===== src/rtl/controle_multiciclo.sv =====
// rtl/controle_multiciclo.sv - multicycle control FSM for the RV32 subset datapath (lh, sh, R-type, andi, slli, bne)
//
// Sequences each instruction through BUSCA, DECODIFICA, EXECUTA, MEMORIA and
// ESCRITA over a shared ALU and a single memory port.
//
// Optional feature macro: MEM_ESPERA_EN
//   defined   : BUSCA and MEMORIA hold until mem_pronto=1
//   undefined : mem_pronto is ignored, every memory state lasts one cycle
//
// Ports:
//   clk, rst_n          clock (rising edge), asynchronous active-low reset
//   inicio              run enable, sampled in OCIOSO and on retire
//   opcode/funct3/funct7 instruction register fields (funct7 unused here)
//   zero                ALU zero flag, used only in EXECUTA
//   mem_pronto          memory access completes this cycle
//   pc_escrita, ir_escrita, pc_desvio, ALUop, ALUSrc,
//   sinal_leitura, sinal_escrita, reg_escrita, MemToReg
//                       datapath controls
//   instr_invalida      sticky illegal-opcode flag
//   estado              current state encoding
//   instr_contador      retired-instruction counter, wraps modulo 2^CONT_W

module controle_multiciclo #(
    parameter int CONT_W = 16
) (
    input  logic              clk,
    input  logic              rst_n,
    input  logic              inicio,
    input  logic [6:0]        opcode,
    input  logic [2:0]        funct3,
    input  logic [6:0]        funct7,
    input  logic              zero,
    input  logic              mem_pronto,
    output logic              pc_escrita,
    output logic              ir_escrita,
    output logic              pc_desvio,
    output logic [1:0]        ALUop,
    output logic              ALUSrc,
    output logic              sinal_leitura,
    output logic              sinal_escrita,
    output logic              reg_escrita,
    output logic              MemToReg,
    output logic              instr_invalida,
    output logic [2:0]        estado,
    output logic [CONT_W-1:0] instr_contador
);

    localparam logic [2:0] OCIOSO     = 3'd0;
    localparam logic [2:0] BUSCA      = 3'd1;
    localparam logic [2:0] DECODIFICA = 3'd2;
    localparam logic [2:0] EXECUTA    = 3'd3;
    localparam logic [2:0] MEMORIA    = 3'd4;
    localparam logic [2:0] ESCRITA    = 3'd5;
    localparam logic [2:0] ERRO       = 3'd6;

    localparam logic [6:0] OP_LOAD   = 7'b0000011;
    localparam logic [6:0] OP_STORE  = 7'b0100011;
    localparam logic [6:0] OP_RTYPE  = 7'b0110011;
    localparam logic [6:0] OP_ITYPE  = 7'b0010011;
    localparam logic [6:0] OP_BRANCH = 7'b1100011;

    logic pronto;
`ifdef MEM_ESPERA_EN
    assign pronto = mem_pronto;
    logic unused_campos;
    assign unused_campos = ^funct7;
`else
    assign pronto = 1'b1;
    logic unused_campos;
    assign unused_campos = ^{funct7, mem_pronto};
`endif

    logic is_load, is_store, is_rtype, is_itype, is_branch, op_valida;
    assign is_load   = (opcode == OP_LOAD);
    assign is_store  = (opcode == OP_STORE);
    assign is_rtype  = (opcode == OP_RTYPE);
    assign is_itype  = (opcode == OP_ITYPE);
    assign is_branch = (opcode == OP_BRANCH);
    assign op_valida = is_load | is_store | is_rtype | is_itype | is_branch;

    logic [2:0] prox;
    logic       retira;
    logic       marca_invalida;
    logic       invalida_q;

    assign instr_invalida = invalida_q;

    always_comb begin
        pc_escrita     = 1'b0;
        ir_escrita     = 1'b0;
        pc_desvio      = 1'b0;
        ALUop          = 2'b00;
        ALUSrc         = 1'b0;
        sinal_leitura  = 1'b0;
        sinal_escrita  = 1'b0;
        reg_escrita    = 1'b0;
        MemToReg       = 1'b0;
        prox           = estado;
        retira         = 1'b0;
        marca_invalida = 1'b0;
        case (estado)
            OCIOSO: begin
                if (inicio) prox = BUSCA;
            end
            BUSCA: begin
                sinal_leitura = 1'b1;
                if (pronto) begin
                    ir_escrita = 1'b1;
                    pc_escrita = 1'b1;
                    prox       = DECODIFICA;
                end
            end
            DECODIFICA: begin
                if (op_valida) begin
                    prox = EXECUTA;
                end else begin
                    prox           = ERRO;
                    marca_invalida = 1'b1;
                end
            end
            EXECUTA: begin
                if (is_load || is_store) begin
                    ALUop  = 2'b00;
                    ALUSrc = 1'b1;
                    prox   = MEMORIA;
                end else if (is_rtype) begin
                    ALUop = 2'b10;
                    prox  = ESCRITA;
                end else if (is_itype) begin
                    ALUSrc = 1'b1;
                    case (funct3)
                        3'b111:  ALUop = 2'b11;
                        3'b001:  ALUop = 2'b10;
                        default: ALUop = 2'b00;
                    endcase
                    prox = ESCRITA;
                end else if (is_branch) begin
                    // bne: take the branch target only when operands differ
                    ALUop      = 2'b01;
                    pc_desvio  = 1'b1;
                    pc_escrita = ~zero;
                    retira     = 1'b1;
                end else begin
                    // opcode changed under us after decode; treat as illegal
                    prox = ERRO;
                end
            end
            MEMORIA: begin
                ALUop         = 2'b00;
                ALUSrc        = 1'b1;
                sinal_leitura = is_load;
                sinal_escrita = is_store;
                if (pronto) begin
                    if (is_load) prox = ESCRITA;
                    else         retira = 1'b1;
                end
            end
            ESCRITA: begin
                reg_escrita = 1'b1;
                MemToReg    = is_load;
                retira      = 1'b1;
            end
            ERRO: begin
                prox = ERRO;
            end
            default: begin
                prox = ERRO;
            end
        endcase
        if (retira) prox = inicio ? BUSCA : OCIOSO;
    end

    always_ff @(posedge clk or negedge rst_n) begin
        if (!rst_n) begin
            estado         <= OCIOSO;
            instr_contador <= '0;
            invalida_q     <= 1'b0;
        end else begin
            estado <= prox;
            if (retira) instr_contador <= instr_contador + {{(CONT_W-1){1'b0}}, 1'b1};
            if (marca_invalida) invalida_q <= 1'b1;
        end
    end

endmodule


===== config.mk =====
export PLATFORM = sky130hd
export DESIGN_NAME = controle_multiciclo
export DESIGN_NICKNAME = d
export VERILOG_FILES = /design/src/rtl/controle_multiciclo.sv
export SDC_FILE = /design/constraint.sdc
export NUM_CORES = 1
export LEC_CHECK = 0
export CAP_MARGIN = 20
export CORE_ASPECT_RATIO = 1.25
export CORE_MARGIN = 8
export CORE_UTILIZATION = 44
export DETAILED_ROUTE_END_ITERATION = 10
export GPL_TIMING_DRIVEN = 0
export PLACE_DENSITY = 0.88
export SLEW_MARGIN = 5
export SYNTH_ARGS = -nofsm -noshare
export SYNTH_HDL_FRONTEND = slang
export SYNTH_SLANG_ARGS = --single-unit

===== constraint.sdc =====
create_clock -name clk -period 4.62 [get_ports clk]
set_clock_uncertainty 0.05 [all_clocks]
set_input_delay 0.924 -clock clk [delete_from_list [all_inputs] [get_ports clk]]
set_output_delay 0.924 -clock clk [all_outputs]
set_load 0.01 [all_outputs]

==> results of run 1 <==
-- state kept, by name, indices dropped and copies added, names as in the netlist --
register,cells
instr_contador,16
estado,3
instr_invalida,1
-- per-layer routing --
metal	share of wire	up-vias	track usage
met1	0.43	534	0.152
met2	0.47	44	0.255
li1	-	531	-
met4	0.015	0	0.0609
met3	0.084	5	0.0333
met5	0	-	0
-- cell families after synthesis --
group / Yosys count / share of synthesized area
AOI/OAI and AO/OA: 13 / 0.0795
and+or+nand+nor: 65 / 0.323
xor gates and xnor gates: 16 / 0.120
buffers and inverters: 8 / 0.0365
DFF: 20 / 0.430
adders and majority gates: 1 / 0.0107
-- worst max-delay path, stage by stage --
cell and delay [ns]:
clkdlybuf4s50_1 0.39, and4bb_2 0.39, or2b_1 0.31, nor4_1 0.19, a21oi_1 0.13, nor2_1 0.09, clkdlybuf4s50_1 0.54
-- power groups by stage --
stage	clock, mW	combinational, mW	sequential (mW)
finish	0.146	0.336	0.244
global route	0.153	0.368	0.249
CTS	0.145	0.340	0.242
detailed placement	0	0.338	0.245
global placement	0	0.325	0.245
floorplan	0	0.178	0.257
-- cell type report --
type	instances	area, µm²
fillers	222	911
multi-input cells	95	622
flip-flops and latches	20	500
repair buffers	43	430
well taps	34	42.5
plain buffers	5	31.3
clock inverters	1	30.0
clock buffers	3	22.5
inverters	3	11.3
-- synth_stat cells, drive strengths merged (2+ instances only) --
library cell	number
xor2	3
nor4	2
dfrtp	20
xnor2	13
and4bb	3
inv	3
clkbuf	3
nand2	12
nor2	12
nand4	5
o21ai	2
nor3	8
nor2b	3
or2b	2
a21oi	4
nand3	9
buf	2
and2	2
-- metrics by stage --
stage,power [mW],utilization,instance area (µm²)
finish,0.725,0.650,1690
floorplan,0.435,-,1160
detailed placement,0.583,0.630,1640
CTS,0.728,0.650,1690
global placement,0.570,0.630,1640
global route,0.770,0.650,1690
-- worst max-delay path by stage --
stage	from	to	slack, ns	depth (start not counted)
3_5_place_dp	opcode[3]	sinal_leitura	0.68	7
5_1_grt	opcode[0]	sinal_leitura	0.56	7
4_1_cts	opcode[2]	sinal_leitura	0.67	7
6_report	opcode[2]	sinal_leitura	0.66	7
3_3_place_gp	opcode[2]	sinal_leitura	0.68	7
2_1_floorplan	opcode[2]	ALUop[1]	1.64	3
==> summary.md, run 1 <==
| Metric | Value |
|---|---|
| Run status | `completed` |
| # hold bufs at CTS | `0` |
| Mean Syn Cell Area | `9.47 µm²` |
| Die Span Y | `73.5 µm` |
| Global Route Usage Sum | `0.143` |
| Area share of the largest cell type after synthesis | `0.430` |
| Largest net degree at the start of global routing | `21` |
| Routed wire length | `3180 µm` |
| R2r setup slk | `2.54 ns` |
| Critical path endpoint category | `output port` |
| Vias per std cell | `5.46` |
| Postcts setup bufs | `0` |
| CP Max Fanout | `7` |
| H-tree Lvls | `1` |
| Wire per inst | `15.6 µm` |
| LEAKAGE | `0.668 nW` |
| Net Switching | `267 µW` |
| Total CTS buffers | `3` |
| Internal | `between 400 and 500 µW` |
| Post-route insts no fill | `around 200` |
| 1st-pass router iterations | `4` |
| Flop pwr share | `0.336` |
| Hold Vio Cnt, Final | `0` |
| # rows | `21` |
| Placed insts | `200` |
| Max-slew violations | `0` |
| CTS max path bufs | `2` |
| CTS tree | `yes` |
| Commonest non-fill, non-tap cell in the layout | `clkdlybuf4s50_1` |
| CP required | `3.65 ns` |
| Port bufs | `43` |
| Peak VDD IR | `0.294 mV` |
| Initial Utilization | `0.448` |
| Hpwl dp | `2460 µm` |
| Syn Nets | `146` |
| Clock tree sinks | `20` |
| RSZ-0062 raised after global routing | `false` |
| RD Place Congestion | `0.858` |
| Post-route minimum period | `~4.0 ns` |
| CP Launch Type | `primary input` |
| Slew HR | `0.406` |
| Max_cap viols | `0` |
| Final ANT Viol Nets | `0` |
| HP Class | `flop to flop` |
| Antenna Cells | `0` |
| Core box area | `2600 µm²` |
| Area of the die | `4560 µm²` |
| First-pass GRT wire length | `5030 µm` |
| Combinational Power Share | `0.463` |
| Number of global-route vias before repair | `1146` |
| Die W | `62.0 µm` |
| Synth cell types | `38` |
| GRT overflow | `0` |
| Number of enable flip-flop cells after synthesis | `0` |
| Most frequent cells in the layout | `43 x clkdlybuf4s50_1, 20 x dfrtp_1, 13 x xnor2_1` |
| Sw frac | `0.368` |
| Crit path DAT | `2.99 ns` |
| # DRC | `0` |
| Clock share of power | `0.201` |
| Period utilization | `0.858` |
| Total number of vias | `1114` |
| Setup_tns | `0 ns` |
| Worst-path clk slew | `0.12 ns` |
| Most area-consuming cells after synthesis | `dfrtp_1 43%, xnor2_1 9.8%, nand3_1 3.9%` |
| Yosys warns | `0` |
| Count of state elements after synthesis | `20` |
| Post-CTS Resized | `0` |
| Critical path class | `primary input to output port` |
| Ys flop type | `dfrtp_1` |
| Starting DRT DRC Count | `48` |
| Hold endpoint | `instr_contador[15]$_DFFE_PN0P_` |
| Antenna violations before repair | `0` |
| Pre-CTS setup slack | `0.682 ns` |
| Share of layout cells above drive strength 1 | `0.0941` |
| Pwr per Cell Area | `between 400 and 500 nW/µm²` |
| Slew @ Worst Pin | `0.889 ns` |
| CTS root buf | `clkbuf_4` |
| Setup Viol. Count Final | `0` |
| Ys async rst share | `1.00` |
| Leading area contributor after synthesis | `dfrtp_1` |
| Synthesized cell area | `1160 µm²` |
| Worst hold path cell count | `1` |
| RR Startpoint | `estado[2]$_DFFE_PN0P_` |
| Post-route worst setup slack | `0.655 ns` |
| Seq/Total Area, Yosys | `0.430` |
| Hold path start | `instr_contador[15]$_DFFE_PN0P_` |
| Mapped Cells | `~120` |
| Net count, final | `just under 200` |
| Io pins | `52` |
| Fmax achieved | `252 MHz` |
| Worst hold slack | `about 0.43 ns` |
| Worst r2r dst | `instr_contador[12]$_DFFE_PN0P_` |
| Layout Area Growth over Synthesis | `45.1%` |
| Worst skew pair latency | `0.31 ns` |
| Worst Reg-to-Reg Cells | `7` |
Power figures use the tool's default switching activity.
==> inputs of run 2 (changes only) <==
CTS_BUF_LIST = sky130_fd_sc_hd__clkbuf_16   (was default)
==> summary.md, run 2 (synthesis results as in run 1) <==
| Metric | Value |
|---|---|
| Run status | `completed (unchanged)` |
| Internal | `543 µW (was 458 µW)` |
| 1st-pass router iterations | `4 (unchanged)` |
| Initial Utilization | `0.448 (unchanged)` |
| Fill cells | `218 (was 222)` |
| HP Class | `flop to flop (unchanged)` |
| Area of the multi-input gates | `622 µm² (unchanged)` |
| Cell breakdown of the critical path | `clkdlybuf4s50_1, and4bb_2, or2b_1, nor4_1, a21oi_1, nor2_1, clkdlybuf4s50_1 (unchanged)` |
| H-tree Lvls | `1 (unchanged)` |
| CP Max Fanout | `7 (unchanged)` |
| RSZ-0062 raised after global routing | `false (unchanged)` |
| GRT overflow | `0 (unchanged)` |
| Slew @ Worst Pin | `0.886 ns (was 0.889 ns)` |
| Die W | `62.0 µm (unchanged)` |
| First-pass GRT wire length | `5180 µm (was 5030 µm)` |
| Total CTS buffers | `3 (unchanged)` |
| Max_cap viols | `0 (unchanged)` |
| Net Switching | `274 µW (was 267 µW)` |
| Worst hold path cell count | `1 (unchanged)` |
| Period utilization | `0.855 (was 0.858)` |
| Hold path start | `instr_invalida$_DFFE_PN0P_ (was instr_contador[15]$_DFFE_PN0P_)` |
| Worst r2r dst | `instr_contador[12]$_DFFE_PN0P_ (unchanged)` |
| Antenna violations before repair | `0 (unchanged)` |
| Clock tree sinks | `20 (unchanged)` |
| Total number of vias | `1112 (was 1114)` |
| Commonest non-fill, non-tap cell in the layout | `clkdlybuf4s50_1 (unchanged)` |
| Vias per std cell | `5.45 (was 5.46)` |
| R2r setup slk | `2.53 ns (was 2.54 ns)` |
| Hpwl dp | `2460 µm (unchanged)` |
| Number of global-route vias before repair | `1145 (was 1146)` |
| Share of layout cells above drive strength 1 | `0.0941 (unchanged)` |
| Placed insts | `200 (unchanged)` |
| Net count, final | `194 (unchanged)` |
| Peak VDD IR | `0.312 mV (was 0.294 mV)` |
| Io pins | `52 (unchanged)` |
| RR Startpoint | `estado[2]$_DFFE_PN0P_ (unchanged)` |
| # rows | `21 (unchanged)` |
| Worst path slowest cell | `clkdlybuf4s50_1 (unchanged)` |
| Top reg by flops | `instr_contador (unchanged)` |
| Setup Viol. Count Final | `0 (unchanged)` |
| Setup_tns | `0 ns (unchanged)` |
| Combinational Power Share | `0.412 (was 0.463)` |
| CTS tree | `yes (unchanged)` |
| Most used cell, CP | `clkdlybuf4s50_1 (unchanged)` |
| CP Launch Type | `primary input (unchanged)` |
| Pwr per Cell Area | `469 nW/µm² (was 429 nW/µm²)` |
| Max-slew violations | `0 (unchanged)` |
| Postcts setup bufs | `0 (unchanged)` |
| Worst hold slack | `0.416 ns (was 0.427 ns)` |
| Core box area | `2600 µm² (unchanged)` |
| Most frequent cells in the layout | `43 x clkdlybuf4s50_1, 20 x dfrtp_1, 13 x xnor2_1 (unchanged)` |
| Post-CTS Resized | `0 (unchanged)` |
| Crit path DAT | `2.98 ns (was 2.99 ns)` |
| Design Power | `818 µW (was 725 µW)` |
| Starting DRT DRC Count | `54 (was 48)` |
| Post-route insts no fill | `204 (unchanged)` |
| Critical path endpoint category | `output port (unchanged)` |
| Fin area | `1740 µm² (was 1690 µm²)` |
| Global Route Usage Sum | `0.148 (was 0.143)` |
| Die Span Y | `73.5 µm (unchanged)` |
| Layout Area Growth over Synthesis | `49.6% (was 45.1%)` |
| RD Place Congestion | `0.858 (unchanged)` |
| CTS max path bufs | `2 (unchanged)` |
| # hold bufs at CTS | `0 (unchanged)` |
| Routed wire length | `3250 µm (was 3180 µm)` |
| Worst Reg-to-Reg Cells | `7 (unchanged)` |
| Area of the die | `4560 µm² (unchanged)` |
| Fmax achieved | `253 MHz (was 252 MHz)` |
| Largest register FFs | `16 (unchanged)` |
| LEAKAGE | `0.692 nW (was 0.668 nW)` |
| Port bufs | `43 (unchanged)` |
| Register area | `500 µm² (unchanged)` |
| Critical path class | `primary input to output port (unchanged)` |
| # DRC | `0 (unchanged)` |
| Wire per inst | `15.9 µm (was 15.6 µm)` |
| Hold endpoint | `instr_invalida$_DFFE_PN0P_ (was instr_contador[15]$_DFFE_PN0P_)` |
| Clock share of power | `0.290 (was 0.201)` |
| Final ANT Viol Nets | `0 (unchanged)` |
| Largest net degree at the start of global routing | `21 (unchanged)` |
| Flop pwr share | `0.298 (was 0.336)` |
| Post-route minimum period | `3.95 ns (was 3.96 ns)` |
| Worst skew pair latency | `0.26 ns (was 0.31 ns)` |
| Crit-path max cell delay | `0.54 ns (about the same)` |
| Slew HR | `0.407 (was 0.406)` |
| CP required | `3.65 ns (about the same)` |
| Worst-path clk slew | `0.06 ns (was 0.12 ns)` |
| Sw frac | `0.336 (was 0.368)` |
| CTS root buf | `clkbuf_16 (was clkbuf_4)` |
| Area post-placement | `1640 µm² (unchanged)` |
| Antenna Cells | `0 (unchanged)` |
| Hold Vio Cnt, Final | `0 (unchanged)` |
==> run 2: cell count changes in the layout (fill, tap and decap cells not counted) <==
cell / previous run / this run
clkbuf_16: 0 / 3
clkbuf_4: 3 / 0
==> run 2: power by group through the flow <==
stage / clock network (mW) / logic [mW] / registers, mW
after global routing: 0.248 / 0.368 / 0.249
after detailed placement: 0 / 0.338 / 0.245
final: 0.237 / 0.337 / 0.244
after CTS: 0.244 / 0.340 / 0.243
after global placement: 0 / 0.325 / 0.245
after floorplan: 0 / 0.178 / 0.257
==> run 2: metal layers <==
layer  global-route usage  routed length, µm
met2                0.253               1570
met5                    0                  0
met4               0.0609                 39
met3               0.0403                305
met1                0.164               1330
==> run 2: metrics by stage <==
stage	util	setup slack, ns
floorplan	-	1.64
global placement	0.630	0.683
detailed placement	0.630	0.682
CTS	0.670	0.671
global route	0.670	0.562
finish	0.670	0.669
==> run 2: worst max path at each step <==
stage / startpoint / to / cells after the start / slack [ns]
global placement: opcode[2] / sinal_leitura / 7 / 0.68
finish: opcode[2] / sinal_leitura / 7 / 0.67
global route: opcode[0] / sinal_leitura / 7 / 0.56
floorplan: opcode[2] / ALUop[1] / 3 / 1.64
detailed placement: opcode[3] / sinal_leitura / 7 / 0.68
CTS: opcode[2] / sinal_leitura / 7 / 0.67
==> run 2: final cells by class <==
type                    count  share of cell area
multi-input cells          95               0.357
clock buffers               3              0.0431
clock inverters             1              0.0172
flip-flops and latches     20               0.287
inverters                   3             0.00646
well taps                  34              0.0244
repair buffers             43               0.247
plain buffers               5              0.0179
==> run 2: worst max-delay path: cells and delay by family <==
family / cells / cell delay, ns
buf+inv: 2 / 0.93
simple gates: 4 / 0.98
compound gates: 1 / 0.13
